<file path="src/rtl/spi_pkg.sv">
// rtl/spi_pkg.sv - shared state encoding and tx fill byte for the SPI slave
package spi_pkg;

  typedef enum logic {
    IDLE  = 1'b0,
    SHIFT = 1'b1
  } spi_state_t;

  localparam logic [7:0] IDLE_FILL = 8'h00;

  // Byte the tx shifter takes at frame start and at each byte boundary.
  function automatic logic [7:0] next_tx_byte(input logic empty, input logic [7:0] buffer);
    return empty ? IDLE_FILL : buffer;
  endfunction

endpackage

</file>
<file path="src/rtl/sync_edge.sv">
// rtl/sync_edge.sv - multi-flop synchronizer with registered level and rise/fall pulses
module sync_edge #(
  parameter int   STAGES     = 2,
  parameter logic IDLE_LEVEL = 1'b0
) (
  input  logic raw_clk,
  input  logic reset,
  input  logic din,
  output logic level,
  output logic rise,
  output logic fall
);

  logic [STAGES-1:0] chain;

  // level is delayed one flop past the chain so it lines up with rise/fall.
  always_ff @(posedge raw_clk) begin
    if (reset) begin
      chain <= {STAGES{IDLE_LEVEL}};
      level <= IDLE_LEVEL;
      rise  <= 1'b0;
      fall  <= 1'b0;
    end else begin
      chain <= {chain[STAGES-2:0], din};
      level <= chain[STAGES-1];
      rise  <= chain[STAGES-1] & ~level;
      fall  <= ~chain[STAGES-1] & level;
    end
  end

endmodule

</file>
<file path="src/rtl/spi_slave.sv">
// rtl/spi_slave.sv - SPI mode 0 slave, 8-bit MSB-first frames, oversampled on raw_clk
module spi_slave
  import spi_pkg::*;
#(
  parameter int SYNC_STAGES = 2
) (
  input  logic       raw_clk,
  input  logic       reset,
  input  logic       sclk,
  input  logic       cs_n,
  input  logic       mosi,
  output logic       miso,
  output logic       miso_oe,
  input  logic [7:0] tx_data,
  input  logic       tx_load,
  output logic       tx_empty,
  output logic [7:0] rx_data,
  output logic       rx_ready,
  input  logic       rx_ready_clear,
  output logic       rx_overrun,
  output logic       busy
);

  localparam int SETTLE = SYNC_STAGES + 2;
  localparam int SW     = $clog2(SETTLE + 1);

  logic sclk_lvl, sclk_rise, sclk_fall;
  logic cs_lvl, cs_rise, cs_fall;
  logic mosi_lvl, mosi_rise, mosi_fall;
  logic unused_sync;

  sync_edge #(.STAGES(SYNC_STAGES), .IDLE_LEVEL(1'b0)) u_sync_sclk (
    .raw_clk(raw_clk), .reset(reset), .din(sclk),
    .level(sclk_lvl), .rise(sclk_rise), .fall(sclk_fall)
  );

  sync_edge #(.STAGES(SYNC_STAGES), .IDLE_LEVEL(1'b1)) u_sync_cs (
    .raw_clk(raw_clk), .reset(reset), .din(cs_n),
    .level(cs_lvl), .rise(cs_rise), .fall(cs_fall)
  );

  sync_edge #(.STAGES(SYNC_STAGES), .IDLE_LEVEL(1'b0)) u_sync_mosi (
    .raw_clk(raw_clk), .reset(reset), .din(mosi),
    .level(mosi_lvl), .rise(mosi_rise), .fall(mosi_fall)
  );

  assign unused_sync = &{1'b0, sclk_lvl, cs_rise, mosi_rise, mosi_fall};

  spi_state_t      state;
  logic [2:0]      bit_cnt;
  logic [6:0]      rx_shift;
  logic [7:0]      tx_shift;
  logic [7:0]      tx_buf;
  logic [7:0]      next_tx;
  logic            byte_done;
  logic [SW-1:0]   settle_cnt;
  logic            armed;

  assign next_tx = next_tx_byte(tx_empty, tx_buf);
  assign miso    = miso_oe & tx_shift[7];

  // armed only once cs_n is seen high after the synchronizers have flushed
  // their reset value, so a select held low across reset cannot start a frame.
  always_ff @(posedge raw_clk) begin
    if (reset) begin
      state      <= IDLE;
      bit_cnt    <= 3'd0;
      rx_shift   <= 7'd0;
      tx_shift   <= 8'd0;
      tx_buf     <= 8'd0;
      tx_empty   <= 1'b1;
      rx_data    <= 8'd0;
      rx_ready   <= 1'b0;
      rx_overrun <= 1'b0;
      miso_oe    <= 1'b0;
      busy       <= 1'b0;
      byte_done  <= 1'b0;
      settle_cnt <= '0;
      armed      <= 1'b0;
    end else begin
      if (settle_cnt != SW'(SETTLE)) begin
        settle_cnt <= settle_cnt + SW'(1);
      end else if (cs_lvl) begin
        armed <= 1'b1;
      end

      if (rx_ready_clear) begin
        rx_ready   <= 1'b0;
        rx_overrun <= 1'b0;
      end

      case (state)
        IDLE: begin
          if (cs_fall && armed) begin
            state     <= SHIFT;
            tx_shift  <= next_tx;
            tx_empty  <= 1'b1;
            bit_cnt   <= 3'd0;
            byte_done <= 1'b0;
            miso_oe   <= 1'b1;
            busy      <= 1'b1;
          end
        end
        SHIFT: begin
          if (cs_lvl) begin
            state     <= IDLE;
            miso_oe   <= 1'b0;
            busy      <= 1'b0;
            bit_cnt   <= 3'd0;
            byte_done <= 1'b0;
          end else if (sclk_rise) begin
            rx_shift <= {rx_shift[5:0], mosi_lvl};
            bit_cnt  <= bit_cnt + 3'd1;
            if (bit_cnt == 3'd7) begin
              rx_data   <= {rx_shift, mosi_lvl};
              rx_ready  <= 1'b1;
              byte_done <= 1'b1;
              if (rx_ready && !rx_ready_clear) begin
                rx_overrun <= 1'b1;
              end
            end
          end else if (sclk_fall) begin
            if (byte_done) begin
              tx_shift  <= next_tx;
              tx_empty  <= 1'b1;
              byte_done <= 1'b0;
            end else begin
              tx_shift <= {tx_shift[6:0], 1'b0};
            end
          end
        end
        default: state <= IDLE;
      endcase

      // A load in the same cycle as a reload lands after it: the reload took
      // the old buffer and the new byte stays pending.
      if (tx_load) begin
        tx_buf   <= tx_data;
        tx_empty <= 1'b0;
      end
    end
  end

endmodule
</file>
<file path="config.mk">
export PLATFORM = sky130hd
export DESIGN_NAME = spi_slave
export DESIGN_NICKNAME = d
export VERILOG_FILES = /design/src/rtl/spi_pkg.sv /design/src/rtl/sync_edge.sv /design/src/rtl/spi_slave.sv
export SDC_FILE = /design/constraint.sdc
export NUM_CORES = 1
export LEC_CHECK = 0
export CORE_MARGIN = 3
export CORE_UTILIZATION = 58
export CTS_CLUSTER_DIAMETER = 80
export DETAILED_ROUTE_END_ITERATION = 10
export GPL_ROUTABILITY_DRIVEN = 0
export PLACE_DENSITY = 0.83
export SYNTH_ARGS = -nofsm -noshare
export SYNTH_HDL_FRONTEND = slang
export SYNTH_SLANG_ARGS = --single-unit
</file>
<file path="constraint.sdc">
create_clock -name raw_clk -period 3.55 [get_ports raw_clk]
set_input_delay 0.355 -clock raw_clk [delete_from_list [all_inputs] [get_ports raw_clk]]
set_output_delay 0.355 -clock raw_clk [all_outputs]
set_load 0.01 [all_outputs]
</file>
==> results.py, run 1 <==
metrics = {
    "power_and_ir_drop": {
        "netSwitchingFraction": 0.224,
        "seqPwrFrac": 0.624,
        "power_frac_clock": 0.316,
        "p_leak_nw": 1.01,
        "total_power_mw": 1.05,
        "p_int_mw": 0.818,
        "comb_power_share": 0.061,
        "switching_power_mw": 0.237,
        "peakVddDrop_mv": 0.368,
        "p_per_area_nw_per_um2": 413,
    },
    "critical_path": {
        "max_stage_delay_ps": 710,
        "cp.required_ps": 3700,
        "startpoint_type": "flip-flop",
        "cp_slowest_cell": "dfxtp_1",
        "endpoint_kind": "flip-flop",
        "path_class": "flip-flop to flip-flop",
        "crit_family": "simple AND/OR/NAND/NOR gates",
        "path_buf_inv": 0,
        "cp_max_fo": 22,
        "arrival_ps": 2050,
        "path_cells": "and4bb_1, nand2b_1, a211oi_2",
    },
    "synthesis": {
        "syn-num-nets": 245,
        "yosys.area.top_type": "dfxtp_1",
        "netlist.area_leader.share": 0.506,
        "ys_types": 38,
        "yosysWarnings": 0,
        "ys_ff_latch": 56,
        "avgSynthCellArea_um2": 9.85,
        "synthesis.area_um2": 2220,
        "syn_inst": 225,
        "synth_area_leaders": "dfxtp_1, mux2i_1, a211oi_2",
        "yosysSeqAreaShare": 0.506,
    },
    "timing": {
        "setup_viol": 0,
        "rsz0062_at_grt": "false",
        "period_share": 0.537,
        "min_period_ps": 1910,
        "fin_skew_ps": 3.80,
        "final_hold_viol_count": 0,
        "drv_slew": 0,
        "worst_pin_slew_ps": 972,
        "finalSetupTns_ps": 0,
        "max_slew_margin": 0.352,
        "clock.fmax_mhz": 524,
    },
    "placed_design": {
        "io_buffer_count": 28,
        "dp_hpwl_um": 2560,
        "placed_cell_area_um2": 2460,
        "dp.cells": 282,
    },
    "global_routing": {
        "grt_max_degree": 55,
        "grt_first_pass_wirelength_um": 6580,
        "antenna_found_initial": 0,
        "grt_usage": 0.189,
        "grt_overflow": 0,
        "grt_pass1_vias": 1523,
    },
    "cts": {
        "numCtsBuffers": 5,
        "htreeDepth": 2,
        "clk_latency_ps": 300,
        "cts_setup_buffers": 0,
        "path_clk_slew_ps": 90,
        "cts-root-buf": "clkbuf_8",
        "cts_sinks": 56,
        "cts.path.max_buffers": 2,
        "cts_hold_buf": 0,
        "cts_tree": "built",
        "ctsResizeCount": 0,
    },
    "final_layout": {
        "layout.cells.non_filler": 290,
        "multi_input_area_um2": 995,
        "num_antenna_cells": 0,
        "fill_cells": 281,
        "area_growth_pct": 15.2,
        "drive_gt1_frac": 0.111,
        "nets": 263,
        "fin_area_um2": 2550,
        "final-seq-area_um2": 1120,
    },
    "run": {
        "max_cap_viol_count": 0,
    },
    "drt": {
        "routed_wl_um": 3790,
        "routedWlPerCell_um": 13.1,
        "drt_iter0_drc": 104,
        "vias": 1585,
        "drt_first_pass_iters": 4,
        "ant_nets": 0,
        "avgViaCountPerCell": 5.47,
        "drc": 0,
    },
    "floorplanning": {
        "die_h_um": 67.8,
        "core_area_um2": 3490,
        "dieArea_um2": 4600,
        "rows": 21,
        "start_util": 0.634,
        "fp.dieW_um": 67.8,
        "ios": 29,
    },
    "worst_hold_path": {
        "min_path_type": "flip-flop to flip-flop",
    },
    "status": {
        "outcome": "finished clean",
    },
}
## synthesized netlist by cell type
master / n
nor3_1: 9
nand3_1: 4
nand4b_1: 1
o21bai_1: 1
and2_1: 1
o21ai_1: 1
o2111ai_1: 1
ha_1: 5
clkbuf_1: 6
a211oi_1: 2
and4bb_1: 1
and4b_1: 1
nand4_1: 3
dfxtp_1: 56
or2_1: 1
buf_2: 8
and3b_2: 6
or2_2: 3
buf_1: 1
a31oi_1: 8
nor2b_1: 7
a31oi_2: 1
a311oi_2: 1
and3b_1: 2
nor3b_1: 1
a21oi_1: 16
nand3b_1: 3
buf_6: 1
inv_1: 4
buf_4: 1
a211oi_2: 7
nand2b_1: 3
nand2_1: 19
or4b_4: 1
xnor2_1: 1
nor2_1: 22
mux2i_1: 15
a21o_1: 1
## worst register-to-register path: cells and delay by family, from the launching register on
family          cells  cell delay (ps)
compound gates      1              130
simple gates        2              920
flops               1              710
## through the flow
| step | hold WS (ps) | util | setup slack, ps |
|---|---|---|---|
| after floorplan | 383 | - | 2210 |
| after global placement | 392 | 0.705 | 1700 |
| after detailed placement | 404 | 0.705 | 1670 |
| after CTS | 417 | 0.730 | 1630 |
| after global routing | 431 | 0.730 | 1450 |
| final | 413 | 0.730 | 1640 |
## path summary, 6_finish.rpt
kind	slack (ps)	end	from	cells after the start
worst max-delay path	1640	tx_shift[3]$_SDFFE_PP0P_	state$_SDFF_PP0_	3
worst min register to register	410	u_sync_sclk.rise$_SDFF_PP0_	u_sync_sclk.level$_SDFF_PP0_	1
worst max register to register	1640	tx_shift[3]$_SDFFE_PP0P_	state$_SDFF_PP0_	3
worst min-delay path	410	u_sync_sclk.rise$_SDFF_PP0_	u_sync_sclk.level$_SDFF_PP0_	1
## flip-flops by register name, indices dropped and copies added, names as in the netlist, 2 cells and up
signal             count
rx_data                8
tx_buf                 8
tx_shift               8
rx_shift               7
bit_cnt                3
settle_cnt             3
u_sync_cs.chain        2
u_sync_mosi.chain      2
u_sync_sclk.chain      2
## cells by family (layout without fill, tap and decap cells)
group                      count (synthesis)  count (layout)  share of synthesized area
DFF                                       56              56                      0.506
adders and majority gates                  5               5                     0.0282
AOI/OAI and AO/OA                         39              39                      0.130
xor gates and xnor gates                   1               1                    0.00395
muxes                                     15              15                     0.0678
buffers and inverters                     21              40                     0.0452
and+or+nand+nor                           88              88                      0.219
## metal layers
layer	up-vias	GRT usage	wire length, µm	share of wire
met5	-	0	0	0
met4	0	0.0447	24	0.0063
met3	2	0.0640	123	0.032
met2	28	0.299	1730	0.46
met1	735	0.252	1910	0.51
li1	820	-	-	-
## cells in the final DEF (no fill, tap or decap), types with 2 or more instances in the layout
cell,instances
ha_1,5
nand2b_1,3
clkdlybuf4s50_1,27
nand3b_1,3
a31oi_1,8
inv_1,4
and3b_1,2
or2_2,3
a21oi_1,16
clkbuf_8,5
nand3_1,4
a211oi_1,2
nand4_1,3
dfxtp_1,56
nor2_1,22
nor3_1,9
nor2b_1,7
mux2i_1,15
and3b_2,6
nand2_1,19
a211oi_2,7
## power by group through the flow
stage                     registers (mW)  clock network, mW  logic, mW
after global routing               0.660              0.366     0.0733
after global placement             0.671                  0     0.0626
after CTS                          0.657              0.340     0.0650
after floorplan                    0.667                  0     0.0428
after detailed placement           0.672                  0     0.0649
final                              0.658              0.333     0.0639
## area by class of cell
type	instances	share of cell area
tap	46	0.0225
inverter	4	0.00588
clock inverter	2	0.00637
clock buffer	6	0.0284
sequential	56	0.439
multi-input combinational	148	0.390
timing repair buffer	28	0.108
No activity file was read; power rests on OpenSTA's default activity.
==> run 2: changes to the inputs <==
- CORE_UTILIZATION: 58 -> 54
- PLACE_DENSITY: 0.83 -> 0.78
- clock period: 3.55 -> 2 ns (I/O delays scaled with it)
==> run 2 against run 1 <==
Worst hold slack got worse by 47 ps. Global-route usage decreased by 2.5 points. Non-clock buffer count increased by 3. Design area increased by 0.98%. Via count increased by 1.6%. Clock-buffer cell count unchanged. First-iteration DRC count increased by 18%. Largest cell class unchanged. Largest power group unchanged. Highest routed layer unchanged.
==> results.py, run 2 (synthesized netlist as in run 1, its figures left out) <==
metrics = {
    "final_layout": {
        "num_antenna_cells": 0,
        "final_cell_mix": "dfxtp_1, clkdlybuf4s50_1, nor2_1, nand2_1, a21oi_1",
        "layout.cells.non_filler": 295,
        "drive_gt1_frac": 0.121,
        "area_growth_pct": 16.3,
        "reg_top3": "rx_data x8, tx_buf x8, tx_shift x8",
        "nets": 266,
        "utilization": 0.679,
        "fin_area_um2": 2580,
        "fill_cells": 319,
        "layout_commonest_cell": "dfxtp_1",
    },
    "floorplanning": {
        "start_util": 0.583,
        "rows": 22,
        "die_h_um": 70.1,
        "dieArea_um2": 4910,
        "ios": 29,
        "core_area_um2": 3800,
        "fp.dieW_um": 70.1,
    },
    "timing": {
        "fin_skew_ps": 5.06,
        "period_share": 0.810,
        "drv_slew": 0,
        "min_period_ps": 1620,
        "rsz0062_at_grt": "false",
        "max_slew_margin": 0.628,
        "worst_pin_slew_ps": 557,
        "clock.fmax_mhz": 617,
        "final_hold_viol_count": 0,
        "finalSetupTns_ps": 0,
        "setup_viol": 0,
    },
    "placed_design": {
        "placed_cell_area_um2": 2490,
        "dp_hpwl_um": 2770,
        "dp.cells": 287,
        "io_buffer_count": 28,
    },
    "power_and_ir_drop": {
        "netSwitchingFraction": 0.227,
        "switching_power_mw": 0.427,
        "peakVddDrop_mv": 0.660,
        "total_power_mw": 1.88,
        "p_per_area_nw_per_um2": 730,
        "p_leak_nw": 1.02,
        "seqPwrFrac": 0.620,
        "power_frac_clock": 0.317,
        "comb_power_share": 0.063,
        "p_int_mw": 1.46,
    },
    "worst_hold_path": {
        "min_path_type": "input port to flip-flop",
        "min_from": "reset",
        "holdPathEnd": "armed$_SDFFE_PP0P_",
        "min_path_cells": 2,
    },
    "drt": {
        "drc": 0,
        "vias": 1610,
        "drt_iter0_drc": 123,
        "drt_first_pass_iters": 4,
        "routedWlPerCell_um": 13.3,
        "routed_wl_um": 3920,
        "avgViaCountPerCell": 5.46,
        "ant_nets": 0,
    },
    "critical_path": {
        "ff2ff_setup_slack_ps": 380,
        "path_class": "flip-flop to flip-flop",
        "rr_worst_depth": 3,
        "startpoint": "u_sync_sclk.rise$_SDFF_PP0_",
        "endpoint_kind": "flip-flop",
        "startpoint_type": "flip-flop",
        "arrival_ps": 1790,
        "r2r-start": "u_sync_sclk.rise$_SDFF_PP0_",
        "cp_max_fo": 11,
        "r2r-end": "tx_shift[3]$_SDFFE_PP0P_",
        "cp.required_ps": 2170,
    },
    "global_routing": {
        "grt_max_degree": 30,
        "grt_first_pass_wirelength_um": 6650,
        "antenna_found_initial": 0,
        "grt_overflow": 0,
        "grt_usage": 0.164,
        "grt_pass1_vias": 1513,
    },
    "run": {
        "max_cap_viol_count": 0,
    },
    "cts": {
        "cts-root-buf": "clkbuf_8",
        "cts_hold_buf": 0,
        "clk_latency_ps": 300,
        "path_clk_slew_ps": 100,
        "cts.path.max_buffers": 2,
        "cts_setup_buffers": 0,
        "htreeDepth": 2,
        "ctsResizeCount": 0,
        "cts_sinks": 56,
        "numCtsBuffers": 5,
        "cts_tree": "built",
    },
    "status": {
        "outcome": "finished clean",
    },
}
==> run 2: worst max-delay path, stage by stage, from the launching register on <==
cell,delay [ps]
dfxtp_1,400
and4bb_1,540
nand2b_1,430
a211oi_2,130
==> run 2: through the flow <==
stage	setup WS [ps]	hold WS (ps)
after floorplan	662	279
after global placement	453	392
after detailed placement	408	397
after CTS	385	373
after global routing	282	385
final	380	366
==> run 2: metal layers <==
metal  up-vias  GRT usage  wire length (µm)
li1        828          -                 -
met1       742      0.227              1990
met2        33      0.252              1720
met3         7     0.0374               155
met4         0     0.0553                51
met5         -          0                 0
==> run 2: power groups by stage <==
| stage | clock, mW | combinational, mW | sequential (mW) |
|---|---|---|---|
| after floorplan | 0 | 0.0760 | 1.18 |
| after global placement | 0 | 0.116 | 1.19 |
| after detailed placement | 0 | 0.121 | 1.19 |
| after CTS | 0.612 | 0.121 | 1.17 |
| after global routing | 0.662 | 0.133 | 1.17 |
| final | 0.597 | 0.119 | 1.17 |
==> run 2: final cells by class <==
cell class / count / area (µm²) / share of cell area
clock buffers: 6 / 72.6 / 0.0282
flip-flops and latches: 56 / 1120 / 0.435
well taps: 48 / 60.1 / 0.0233
inverters: 4 / 15.0 / 0.00583
multi-input cells: 148 / 995 / 0.386
repair buffers: 31 / 298 / 0.116
clock inverters: 2 / 16.3 / 0.00631
==> run 2: worst max path at each step <==
stage,endpoint,slack [ps],cells after the start
2_1_floorplan,rx_overrun$_SDFF_PP0_,660,6
3_3_place_gp,tx_shift[7]$_SDFFE_PP0P_,450,3
3_5_place_dp,tx_shift[1]$_SDFFE_PP0P_,410,3
4_1_cts,tx_shift[1]$_SDFFE_PP0P_,390,3
5_1_grt,tx_shift[7]$_SDFFE_PP0P_,280,3
6_report,tx_shift[3]$_SDFFE_PP0P_,380,3
